===== src/rtl/fifo_serial_tx_if.sv =====
// FIFO-drain / serial-line bundle between fifo_serial_tx and its environment.
// master is the transmitter side; slave is the FIFO plus line consumer.
interface fifo_serial_tx_if;
  logic        enable;
  logic        fifo_empty;
  logic [15:0] fifo_data;
  logic        fifo_rd;
  logic        tx_serial;
  logic        busy;
  logic        frame_done;

  modport master (
    input  enable, fifo_empty, fifo_data,
    output fifo_rd, tx_serial, busy, frame_done
  );

  modport slave (
    output enable, fifo_empty, fifo_data,
    input  fifo_rd, tx_serial, busy, frame_done
  );
endinterface


===== src/rtl/fifo_serial_tx.sv =====
// Pops one 16-bit word from the FIFO and sends it as an async serial frame:
// start, 16 data bits LSB-first, optional even parity, stop.
module fifo_serial_tx #(
  parameter int unsigned CLKS_PER_BIT = 4,
  parameter int unsigned PARITY_EN    = 1
) (
  input logic              clock,
  input logic              reset,
  fifo_serial_tx_if.master bus_io
);

  localparam int unsigned BaudW = $clog2(CLKS_PER_BIT);
  localparam logic [BaudW-1:0] BaudLast = BaudW'(CLKS_PER_BIT - 1);
  localparam logic [BaudW-1:0] BaudPre  = BaudW'(CLKS_PER_BIT - 2);

  typedef enum logic [2:0] {
    StIdle, StRead, StFetch, StStart, StData, StParity, StStop
  } state_e;

  state_e            state_q;
  logic [BaudW-1:0]  baud_q;
  logic [3:0]        bit_cnt_q;
  logic [15:0]       shift_q;
  logic              parity_q;
  logic              fifo_rd_q;
  logic              tx_q;
  logic              busy_q;
  logic              done_q;
  logic              baud_last;

  assign baud_last = (baud_q == BaudLast);

  // Datapath has no reset: it is always reloaded in StFetch before use.
  always_ff @(posedge clock) begin
    if (!reset) begin
      if (state_q == StFetch) begin
        shift_q  <= bus_io.fifo_data;
        parity_q <= ^bus_io.fifo_data;
      end else if (state_q == StData && baud_last) begin
        shift_q <= {1'b0, shift_q[15:1]};
      end
    end
  end

  always_ff @(posedge clock) begin
    if (reset) begin
      state_q   <= StIdle;
      baud_q    <= '0;
      bit_cnt_q <= '0;
      fifo_rd_q <= 1'b0;
      tx_q      <= 1'b1;
      busy_q    <= 1'b0;
      done_q    <= 1'b0;
    end else begin
      fifo_rd_q <= 1'b0;
      done_q    <= 1'b0;
      unique case (state_q)
        StIdle: begin
          tx_q <= 1'b1;
          if (bus_io.enable && !bus_io.fifo_empty) begin
            fifo_rd_q <= 1'b1;
            busy_q    <= 1'b1;
            state_q   <= StRead;
          end
        end
        // FIFO output becomes valid the cycle after the read strobe.
        StRead: state_q <= StFetch;
        StFetch: begin
          tx_q    <= 1'b0;
          state_q <= StStart;
        end
        StStart: begin
          if (baud_last) begin
            baud_q  <= '0;
            tx_q    <= shift_q[0];
            state_q <= StData;
          end else begin
            baud_q <= baud_q + BaudW'(1);
          end
        end
        StData: begin
          if (baud_last) begin
            baud_q    <= '0;
            bit_cnt_q <= bit_cnt_q + 4'd1;
            if (bit_cnt_q == 4'd15) begin
              if (PARITY_EN != 0) begin
                tx_q    <= parity_q;
                state_q <= StParity;
              end else begin
                tx_q    <= 1'b1;
                state_q <= StStop;
              end
            end else begin
              tx_q <= shift_q[1];
            end
          end else begin
            baud_q <= baud_q + BaudW'(1);
          end
        end
        StParity: begin
          if (baud_last) begin
            baud_q  <= '0;
            tx_q    <= 1'b1;
            state_q <= StStop;
          end else begin
            baud_q <= baud_q + BaudW'(1);
          end
        end
        StStop: begin
          tx_q <= 1'b1;
          if (baud_q == BaudPre) begin
            done_q <= 1'b1;
          end
          if (baud_last) begin
            baud_q  <= '0;
            busy_q  <= 1'b0;
            state_q <= StIdle;
          end else begin
            baud_q <= baud_q + BaudW'(1);
          end
        end
        default: state_q <= StIdle;
      endcase
    end
  end

  assign bus_io.fifo_rd    = fifo_rd_q;
  assign bus_io.tx_serial  = tx_q;
  assign bus_io.busy       = busy_q;
  assign bus_io.frame_done = done_q;

endmodule

===== src/flat_wrapper.sv =====
// flat-port wrapper written by rule: the top's interface ports become plain ports
module fifo_serial_tx_flat 
#(
  parameter int unsigned CLKS_PER_BIT = 4,
  parameter int unsigned PARITY_EN    = 1
)
  (clock, reset, bus_io_enable, bus_io_fifo_empty, bus_io_fifo_data, bus_io_fifo_rd, bus_io_tx_serial, bus_io_busy, bus_io_frame_done);
  fifo_serial_tx_if bus_io_i ();
  input logic clock;
  input logic reset;
  input wire logic [$bits(bus_io_i.enable)-1:0] bus_io_enable;
  input wire logic [$bits(bus_io_i.fifo_empty)-1:0] bus_io_fifo_empty;
  input wire logic [$bits(bus_io_i.fifo_data)-1:0] bus_io_fifo_data;
  output wire logic [$bits(bus_io_i.fifo_rd)-1:0] bus_io_fifo_rd;
  output wire logic [$bits(bus_io_i.tx_serial)-1:0] bus_io_tx_serial;
  output wire logic [$bits(bus_io_i.busy)-1:0] bus_io_busy;
  output wire logic [$bits(bus_io_i.frame_done)-1:0] bus_io_frame_done;
  assign bus_io_i.enable = bus_io_enable;
  assign bus_io_i.fifo_empty = bus_io_fifo_empty;
  assign bus_io_i.fifo_data = bus_io_fifo_data;
  assign bus_io_fifo_rd = bus_io_i.fifo_rd;
  assign bus_io_tx_serial = bus_io_i.tx_serial;
  assign bus_io_busy = bus_io_i.busy;
  assign bus_io_frame_done = bus_io_i.frame_done;
  fifo_serial_tx #(.CLKS_PER_BIT(CLKS_PER_BIT), .PARITY_EN(PARITY_EN)) u_core (.clock(clock), .reset(reset), .bus_io(bus_io_i));
endmodule

===== config.mk =====
export PLATFORM = sky130hd
export DESIGN_NAME = fifo_serial_tx_flat
export DESIGN_NICKNAME = d
export VERILOG_FILES = /design/src/rtl/fifo_serial_tx_if.sv /design/src/rtl/fifo_serial_tx.sv /design/src/flat_wrapper.sv
export SDC_FILE = /design/constraint.sdc
export NUM_CORES = 1
export LEC_CHECK = 0
export CAP_MARGIN = 20
export CORE_MARGIN = 2
export CORE_UTILIZATION = 40
export DETAILED_ROUTE_END_ITERATION = 10
export GPL_TIMING_DRIVEN = 1
export PLACE_DENSITY_LB_ADDON = 0.05
export SYNTH_ARGS = -nofsm -noshare
export SYNTH_HDL_FRONTEND = slang
export SYNTH_SLANG_ARGS = --single-unit

===== constraint.sdc =====
create_clock -name clock -period 6.6 [get_ports clock]
set_input_delay 0.99 -clock clock [delete_from_list [all_inputs] [get_ports clock]]
set_output_delay 0.99 -clock clock [all_outputs]
set_load 0.02 [all_outputs]

# [Word level (Yosys, flattened, before mapping)]
# Index checks and enable logic that the tools add are counted.
[totals] regBits=30 inputBits=20 output_inout_bits=4 elab_cells=67
[op_classes] n_addsub=2 n_eq_ne=15 n_mux=20 bitwise=3 n_reduce_logical=18
[op_table] cell="$mux 16" n=2
[op_table] cell="$pmux 3 s7" n=1
[op_table] cell="$mux 3" n=6
[op_table] cell="$reduce_xor 16->1" n=1
[op_table] cell="$ne 2x1->1 const B" n=5
[op_table] cell="$eq 3x3->1 const B" n=3
[op_table] cell="$mux 1" n=8
[op_table] cell="$eq 3x2->1 const B" n=2
[op_table] cell="$reduce_and 2->1" n=3
[op_table] cell="$reduce_and 6->1" n=1
[op_table] cell="$reduce_or 2->1" n=3
[op_table] cell="$pmux 1 s5" n=1
[op_table] cell="$reduce_bool 5->1" n=1
[op_table] cell="$add 4x1->4 const B" n=1
[op_table] cell="$eq 2x2->1 const B" n=2
[op_table] cell="$eq 4x4->1 const B" n=1
[op_table] cell="$reduce_and 4->1" n=1
[op_table] cell="$reduce_bool 2->1" n=2
[op_table] cell="$reduce_or 4->1" n=1
[op_table] cell="$eq 3x1->1 const B" n=1
[op_table] cell="$logic_not 3->1" n=1
[op_table] cell="$not 1->1" n=3
[op_table] cell="$reduce_and 3->1" n=1
[op_table] cell="$add 2x1->2 const B" n=1
[op_table] cell="5 further kinds" n=6

# [Logic depth before layout (Yosys ltp)]
# Gate-level depths: netlist of the first run.
[logic_depth] word_depth=4 ltp_mapped=7 depth_no_buf=5

# [Worst setup path before layout of the first run]
# Ideal clock, no wire load.
[synth_timing] path_kind="input-to-reg" from="input port reset" to="register u_core.shift_q[0] (enable)" setup_ns=0.389 t_arrival_ns=1.902 t_required_ns=6.211 slack_ns=4.309 cell_stages=2 n_path_buf=1 cell_sequence="clkbuf_1 -> nor2_1"
[synth_between] elab_chain_cells=2
[synth_rtl] element="from (decl)" line_no="flat_wrapper.sv:10" rtl="input logic reset;"
[synth_rtl] element="$not 1->1 (no source line)"
[synth_rtl] element="$reduce_and 2->1 (no source line)"
[synth_rtl] element="to (signal assigned)" line_no="fifo_serial_tx.sv:37" rtl="shift_q <= bus_io.fifo_data;"
[synth_rtl] element="to (signal assigned)" line_no="fifo_serial_tx.sv:40" rtl="shift_q <= {1'b0, shift_q[15:1]};"
[synth_rtl] element="to (decl)" line_no="fifo_serial_tx.sv:23" rtl="logic [15:0] shift_q;"
# Every way passes these cells.
# A chain may end at the register's enable or synchronous reset.

# [Worst setup path after layout of the first run]
[layout_timing] from="register u_core.tx_q, in the netlist u_core.bus_io.tx_serial" to="output port bus_io_tx_serial"
[layout_rtl] element="from (decl)" line_no="fifo_serial_tx.sv:26" rtl="logic tx_q;"
[layout_rtl] element="from (signal assigned)" line_no="fifo_serial_tx.sv:75" rtl="tx_q <= shift_q[0];"
[layout_rtl] element="from (signal assigned)" line_no="fifo_serial_tx.sv:87" rtl="tx_q <= parity_q;"
[layout_rtl] element="from (signal assigned)" line_no="fifo_serial_tx.sv:94" rtl="tx_q <= shift_q[1];"
[layout_rtl] element="to (decl)" line_no="flat_wrapper.sv:15" rtl="output wire logic [$bits(bus_io_i.tx_serial)-1:0] bus_io_tx_serial;"
# No word-level cell between the ends.

==> reports/metrics.csv, run 1 <==
stage,metric,value,unit
outcome,status,finished clean,
routing,initial DRC count,38,
critical_path,CP max-delay cell,clkdlybuf4s50_1,
critical_path,CP Capture Type,output pin,
clock_tree,clock sink count,30,
global_route,GRT met3 Usage,4.56,%
clock_tree,worst-skew pair later-pin latency,280,ps
timing,Max Slew Vio Count,0,
timing,Hold Fails Final Rpt,0,
critical_path,Reg2Reg Capture Point,u_core.shift_q[0],
global_route,met1 Use GR,19.0,%
critical_path,Reg2Reg Setup Slack,4720,ps
synthesis,share of synthesized registers carrying an async set or reset,0,%
cells_and_area,antenna fix cells,0,
pwr,Power per Cell Area,224,nW/um^2
routing,WL per Instance,12.8,um
floorplanning,initial core utilization,42.5,%
clock_tree,CTS Buffer Depth,2,
timing,RSZ-0062 raised after global routing,false,
hold_path,Hold Startpoint,u_core.baud_q[1],
routing,drt drc,0,
critical_path,critical path class,reg2out,
clock_tree,H-tree depth,2,
timing,Clock Skew,3.73,ps
synthesis,Netlist cell types,38,
critical_path,reg2reg start,u_core.state_q[1],
global_route,antenna violations before repair,0,
cells_and_area,FILL cells,333,
clock_tree,setup repair bufs after CTS,0,
floorplanning,core box area,3720,um^2
global_route,vias in the first global route,989,
global_route,GRT met2 Usage,19.8,%
timing,max frequency,453,MHz
synthesis,Post-synth EDFFs,17,
synthesis,Yosys top cell area share,32.4,%
cells_and_area,most frequent cells in the layout,"clkdlybuf4s50_1, edfxtp_1, xnor2_1",
synthesis,"area leader, netlist",edfxtp_1,
cells_and_area,fraction of layout cells with a size suffix above 1,16.1,%
critical_path,worst setup path start,u_core.bus_io.tx_serial,
clock_tree,root buf cell,clkbuf_8,
floorplanning,Die X,66.8,um
place,PortBufs,23,
synthesis,sequential area share after synthesis,48.9,%
critical_path,Top delay family on crit path,buffers and inverters,
timing,minimum clock period after layout,2210,ps
cells_and_area,fin cells,209,
synthesis,syn nets,159,
critical_path,CP Max Fanout,2,
cells_and_area,Reg area,771,um^2
synthesis,Syn Area/Cell,11.6,um^2
synthesis,"Top FF cell, synth",edfxtp_1,
critical_path,R2R depth,5,
critical_path,crit-path cells,clkdlybuf4s50_1,
clock_tree,TritonCTS clock tree,yes,
routing,routed wire length,2670,um
clock_tree,cts-stage hold buffer count,0,
place,dpl hpwl,1840,um
critical_path,worst path arrival time,1220,ps
pwr,leakage power,0.664,nW
synthesis,Yosys reg bits,30,
critical_path,worst path bufs/invs,1,
cells_and_area,"most common cell after layout, fill and taps aside",clkdlybuf4s50_1,
global_route,grt peak-use layer,met2,
global_route,first-pass GRT wire length,4550,um
cells_and_area,area taken by multi-input logic gates,744,um^2
routing,drt pass-1 iters,4,
floorplanning,die area,4460,um^2
hold_path,Worst Hold End,u_core.baud_q[1],
floorplanning,Boundary Pins,24,
floorplanning,Die Span Y,66.8,um
synthesis,YS warnings,0,
timing,Final Setup Violations,0,
routing,Post-DRT Antenna Nets,0,
hold_path,Tightest Hold Check Type,reg2reg,
synthesis,post-synth design cell area,1580,um^2
critical_path,critical path's largest stage delay,600,ps
place,GP Congestion,0.769,
synthesis,Mapped Cells,136,
timing,max-slew headroom at the worst pin,65.7,%
routing,vias per cell,5.02,
global_route,largest net degree at the start of global routing,19,
global_route,GRT Util Overall,13.9,%
timing,Least-Margin Pin Slew,513,ps
timing,final period utilization,33.4,%
timing,setup tns final,0,ps
clock_tree,clock slew at reported path FFs,60,ps
pwr,VDD IR max,0.000131,V
critical_path,startpoint type of the worst setup path,flip-flop,
place,DP Cell Count,201,
critical_path,WP data required,5610,ps
hold_path,worst hold stages,2,
cells_and_area,Final nets,183,
cells_and_area,final core area utilization,51.3,%
floorplanning,FP Rows,22,
flow_run,max_cap viols,0,
cells_and_area,layout overhead on the synthesized area,20.8,%
synthesis,Synth area leaders,"edfxtp_1, dfxtp_1, xnor2_1",
clock_tree,CTS Buf Count,5,
global_route,grt ovf,0,
routing,vias,1049,
clock_tree,CTS resizes,0,
registers in the layout, summed over array words and instances, names as in the netlist:
register / count
u_core.parity_q: 1
u_core.bus_io.tx_serial: 1
u_core.state_q: 3
u_core.bus_io.busy: 1
u_core.bit_cnt_q: 4
u_core.baud_q: 2
u_core.shift_q: 16
u_core.bus_io.frame_done: 1
u_core.bus_io.fifo_rd: 1
worst max-delay path by stage:
stage / endpoint / slack (ps) / cells past startpoint
after floorplan: u_core.shift_q[0] / 4310 / 2
after global placement: u_core.shift_q[3] / 4170 / 3
after detailed placement: u_core.shift_q[4] / 4150 / 3
after CTS: bus_io_tx_serial / 4380 / 1
after global routing: bus_io_tx_serial / 4350 / 1
final: bus_io_tx_serial / 4390 / 1
logic make-up (layout without fill, tap and decap cells):
group | after synthesis | count (layout) | share of synthesized area, %
buffers and inverters | 10 | 35 | 3.96
muxes | 18 | 18 | 14.3
AOI/OAI and AO/OA | 15 | 15 | 6.50
adders and majority gates | 3 | 3 | 2.38
xor gates and xnor gates | 19 | 19 | 11.0
and+or+nand+nor | 41 | 41 | 13.0
DFF | 30 | 30 | 48.9
per-stage QoR:
stage	hold WS (ps)	setup slack [ps]	power (mW)	area, um^2
global placement	494	4170	0.293	1820
finish	530	4390	0.427	1910
global route	573	4350	0.450	1910
detailed placement	512	4150	0.294	1820
CTS	534	4380	0.435	1910
floorplan	479	4310	0.274	1580
synthesized netlist by cell type, types with 2 or more instances:
cell / number
edfxtp_1: 17
xnor2_1: 15
dfxtp_1: 13
nor2_1: 13
nand2_1: 9
mux2_2: 8
mux2_4: 7
nor2b_1: 5
o21ai_0: 4
ha_1: 3
mux2i_1: 3
nand3_1: 3
xor2_1: 3
a21oi_1: 2
and2_1: 2
buf_2: 2
buf_4: 2
buf_6: 2
inv_1: 2
nand2b_1: 2
nor3_1: 2
layout make-up:
type,instances,area share (%)
clock buffers,6,3.81
clock inverters,2,0.460
multi-input cells,96,39.1
well taps,48,3.15
inverters,3,0.591
repair buffers,24,12.5
flip-flops and latches,30,40.4
worst reg2reg max path, delay by kind of cell (launching register included):
family / cells / cell delay, ps
and+or+nand+nor: 4 / 750
buffers and inverters: 1 / 250
DFF: 1 / 570
where the power goes:
| group | leakage (nW) | switching (mW) | internal [mW] |
|---|---|---|---|
| sequential | 0.260 | 0.00639 | 0.209 |
| combinational | 0.361 | 0.0301 | 0.0441 |
| clock | 0.0426 | 0.0659 | 0.0723 |
| total | 0.664 | 0.102 | 0.325 |
metal layers:
layer | up-vias | share of wire [%]
met5 | - | 0
met2 | 26 | 44
met4 | 0 | 2.0
met1 | 497 | 49
li1 | 520 | -
met3 | 6 | 5.1
Power figures use the tool's default switching activity.
==> run 2: changes to the inputs <==
==> constraint.sdc (replaced) <==
create_clock -name clock -period 2 [get_ports clock]
set_input_delay 0.3 -clock clock [delete_from_list [all_inputs] [get_ports clock]]
set_output_delay 0.3 -clock clock [all_outputs]
set_load 0.02 [all_outputs]
==> run 2 against run 1 <==
  * Sequential cell count did not move
  * Global-route usage rose by 0.69 points
  * Die area did not move
  * Hold slack got worse by 1.1 ps
  * Final cell count rose by 1.9%
  * Via count fell by 0.38%
  * Wire length rose by 3.4%
  * Clock skew rose by 2.2 ps
  * Power rose to 4.0 times the previous value
  * Sequential share of layout area fell by 1.9 points
  * Critical path depth rose by 4
  * Sequential power rose to 3.3 times the previous value
  * Largest power group is now clock
==> reports/metrics.csv, run 2 (synthesis gave the netlist of run 1 again) <==
stage,metric,value,unit,change
critical_path,worst path bufs/invs,1,,unchanged
flow_run,max_cap viols,0,,unchanged
routing,vias,1045,,-0.38%
routing,drt pass-1 iters,5,,+1
timing,RSZ-0062 raised after global routing,false,,
routing,drt drc,0,,unchanged
routing,Post-DRT Antenna Nets,0,,unchanged
cells_and_area,Final nets,187,,+2.2%
clock_tree,TritonCTS clock tree,yes,,
floorplanning,FP Rows,22,,unchanged
critical_path,CP Capture Type,flip-flop,,
place,GP Congestion,0.806,,+4.7%
clock_tree,worst-skew pair later-pin latency,280,ps,about the same
clock_tree,root buf cell,clkbuf_8,,
place,dpl hpwl,1930,um,+4.9%
clock_tree,H-tree depth,2,,unchanged
timing,final period utilization,83.0,%,
cells_and_area,fin area,2000,um^2,+4.9%
critical_path,critical path class,reg2reg,,
pwr,Tot Pwr,1.73,mW,+300%
cells_and_area,layout overhead on the synthesized area,26.7,%,
cells_and_area,antenna fix cells,0,,unchanged
pwr,leakage power,0.714,nW,+7.5%
timing,max frequency,603,MHz,
place,PortBufs,23,,unchanged
cells_and_area,"most common cell after layout, fill and taps aside",clkdlybuf4s50_1,,
timing,Max Slew Vio Count,0,,unchanged
cells_and_area,max FFs per register,16,,unchanged
global_route,vias in the first global route,1039,,+5.1%
critical_path,crit-path cells,"nor2b_1, and2_4, nor2_1, nor2_2, buf_4",,
clock_tree,clock sink count,30,,unchanged
critical_path,worst path arrival time,1630,ps,+410 ps
cells_and_area,fraction of layout cells with a size suffix above 1,20.0,%,+3.9 points
cells_and_area,Top reg by flops,u_core.shift_q,,
floorplanning,Die Span Y,66.8,um,unchanged
clock_tree,clock slew at reported path FFs,70,ps,about the same
pwr,Power per Cell Area,863,nW/um^2,+280%
critical_path,CP Max Fanout,18,,+16
cells_and_area,top flop regs,"u_core.shift_q x16, u_core.bit_cnt_q x4, u_core.state_q x3",,
cells_and_area,final core area utilization,53.8,%,+2.5 points
timing,Clock Skew,5.92,ps,+2.19 ps
critical_path,CP max-delay cell,dfxtp_1,,
cells_and_area,most frequent cells in the layout,"clkdlybuf4s50_1, edfxtp_1, xnor2_1",,
timing,Final Setup Violations,0,,unchanged
timing,Least-Margin Pin Slew,325,ps,-188 ps
critical_path,Top delay family on crit path,simple AND/OR/NAND/NOR gates,,
pwr,VDD IR max,0.000412,V,+210%
routing,routed wire length,2760,um,+3.4%
routing,initial DRC count,43,,+13%
global_route,grt ovf,0,,unchanged
global_route,GRT Util Overall,14.6,%,+0.69 points
clock_tree,setup repair bufs after CTS,0,,unchanged
floorplanning,die area,4460,um^2,unchanged
critical_path,WP data required,1970,ps,-3640 ps
floorplanning,core box area,3720,um^2,unchanged
critical_path,startpoint type of the worst setup path,flip-flop,,
clock_tree,CTS Buf Count,5,,unchanged
cells_and_area,FILL cells,336,,+0.90%
floorplanning,initial core utilization,42.5,%,unchanged
clock_tree,CTS resizes,0,,unchanged
hold_path,Tightest Hold Check Type,reg2reg,,
timing,minimum clock period after layout,1660,ps,
clock_tree,cts-stage hold buffer count,0,,unchanged
clock_tree,CTS Buffer Depth,2,,unchanged
global_route,antenna violations before repair,0,,unchanged
routing,vias per cell,4.91,,-2.3%
outcome,status,finished clean,,
floorplanning,Boundary Pins,24,,unchanged
timing,Hold Fails Final Rpt,0,,unchanged
routing,WL per Instance,13.0,um,+1.5%
place,Area after DPL,1860,um^2,+1.8%
floorplanning,Die X,66.8,um,unchanged
timing,max-slew headroom at the worst pin,78.3,%,+13 points
critical_path,critical path's largest stage delay,400,ps,-200 ps
timing,setup tns final,0,ps,unchanged
global_route,first-pass GRT wire length,4690,um,+3.0%
global_route,largest net degree at the start of global routing,19,,unchanged
## run 2: layout make-up
type	instances	area (um^2)	share of cell area (%)
clock inverter	2	60.1	3.00
clock buffer	6	82.6	4.13
timing repair buffer	28	268	13.4
tap	48	60.1	3.00
inverter	3	11.3	0.563
sequential	30	771	38.5
multi-input combinational	96	747	37.4
## run 2: final timing paths
path,start,endpoint,slack [ps],depth (start not counted)
max,u_core.state_q[2],u_core.shift_q[14],340,5
min,u_core.bit_cnt_q[3],u_core.bit_cnt_q[3],530,2
max reg2reg,u_core.state_q[2],u_core.shift_q[14],340,5
min reg2reg,u_core.bit_cnt_q[3],u_core.bit_cnt_q[3],530,2
## run 2: metal layers
| layer | vias up | GRT usage (%) | wire length, um |
|---|---|---|---|
| met5 | - | 0 | 0 |
| met1 | 487 | 19.1 | 1350 |
| met2 | 22 | 21.0 | 1200 |
| met4 | 0 | 9.44 | 78 |
| li1 | 528 | - | - |
| met3 | 8 | 3.72 | 137 |
## run 2: worst min-delay path: stages, from the launching register on
cell and delay [ps]:
dfxtp_1 340, xor2_1 70, nor2_1 80
## run 2: stage by stage
step | setup slack (ps) | hold WS [ps] | instances
floorplan | 173 | 377 | 136
global placement | 332 | 494 | 205
detailed placement | 326 | 515 | 205
CTS | 320 | 533 | 213
global route | 215 | 569 | 213
finish | 341 | 529 | 213
## run 2: power breakdown
| group | internal, mW | switching [mW] |
|---|---|---|
| sequential | 0.689 | 0.0155 |
| combinational | 0.150 | 0.110 |
| clock | 0.531 | 0.231 |
| total | 1.37 | 0.357 |
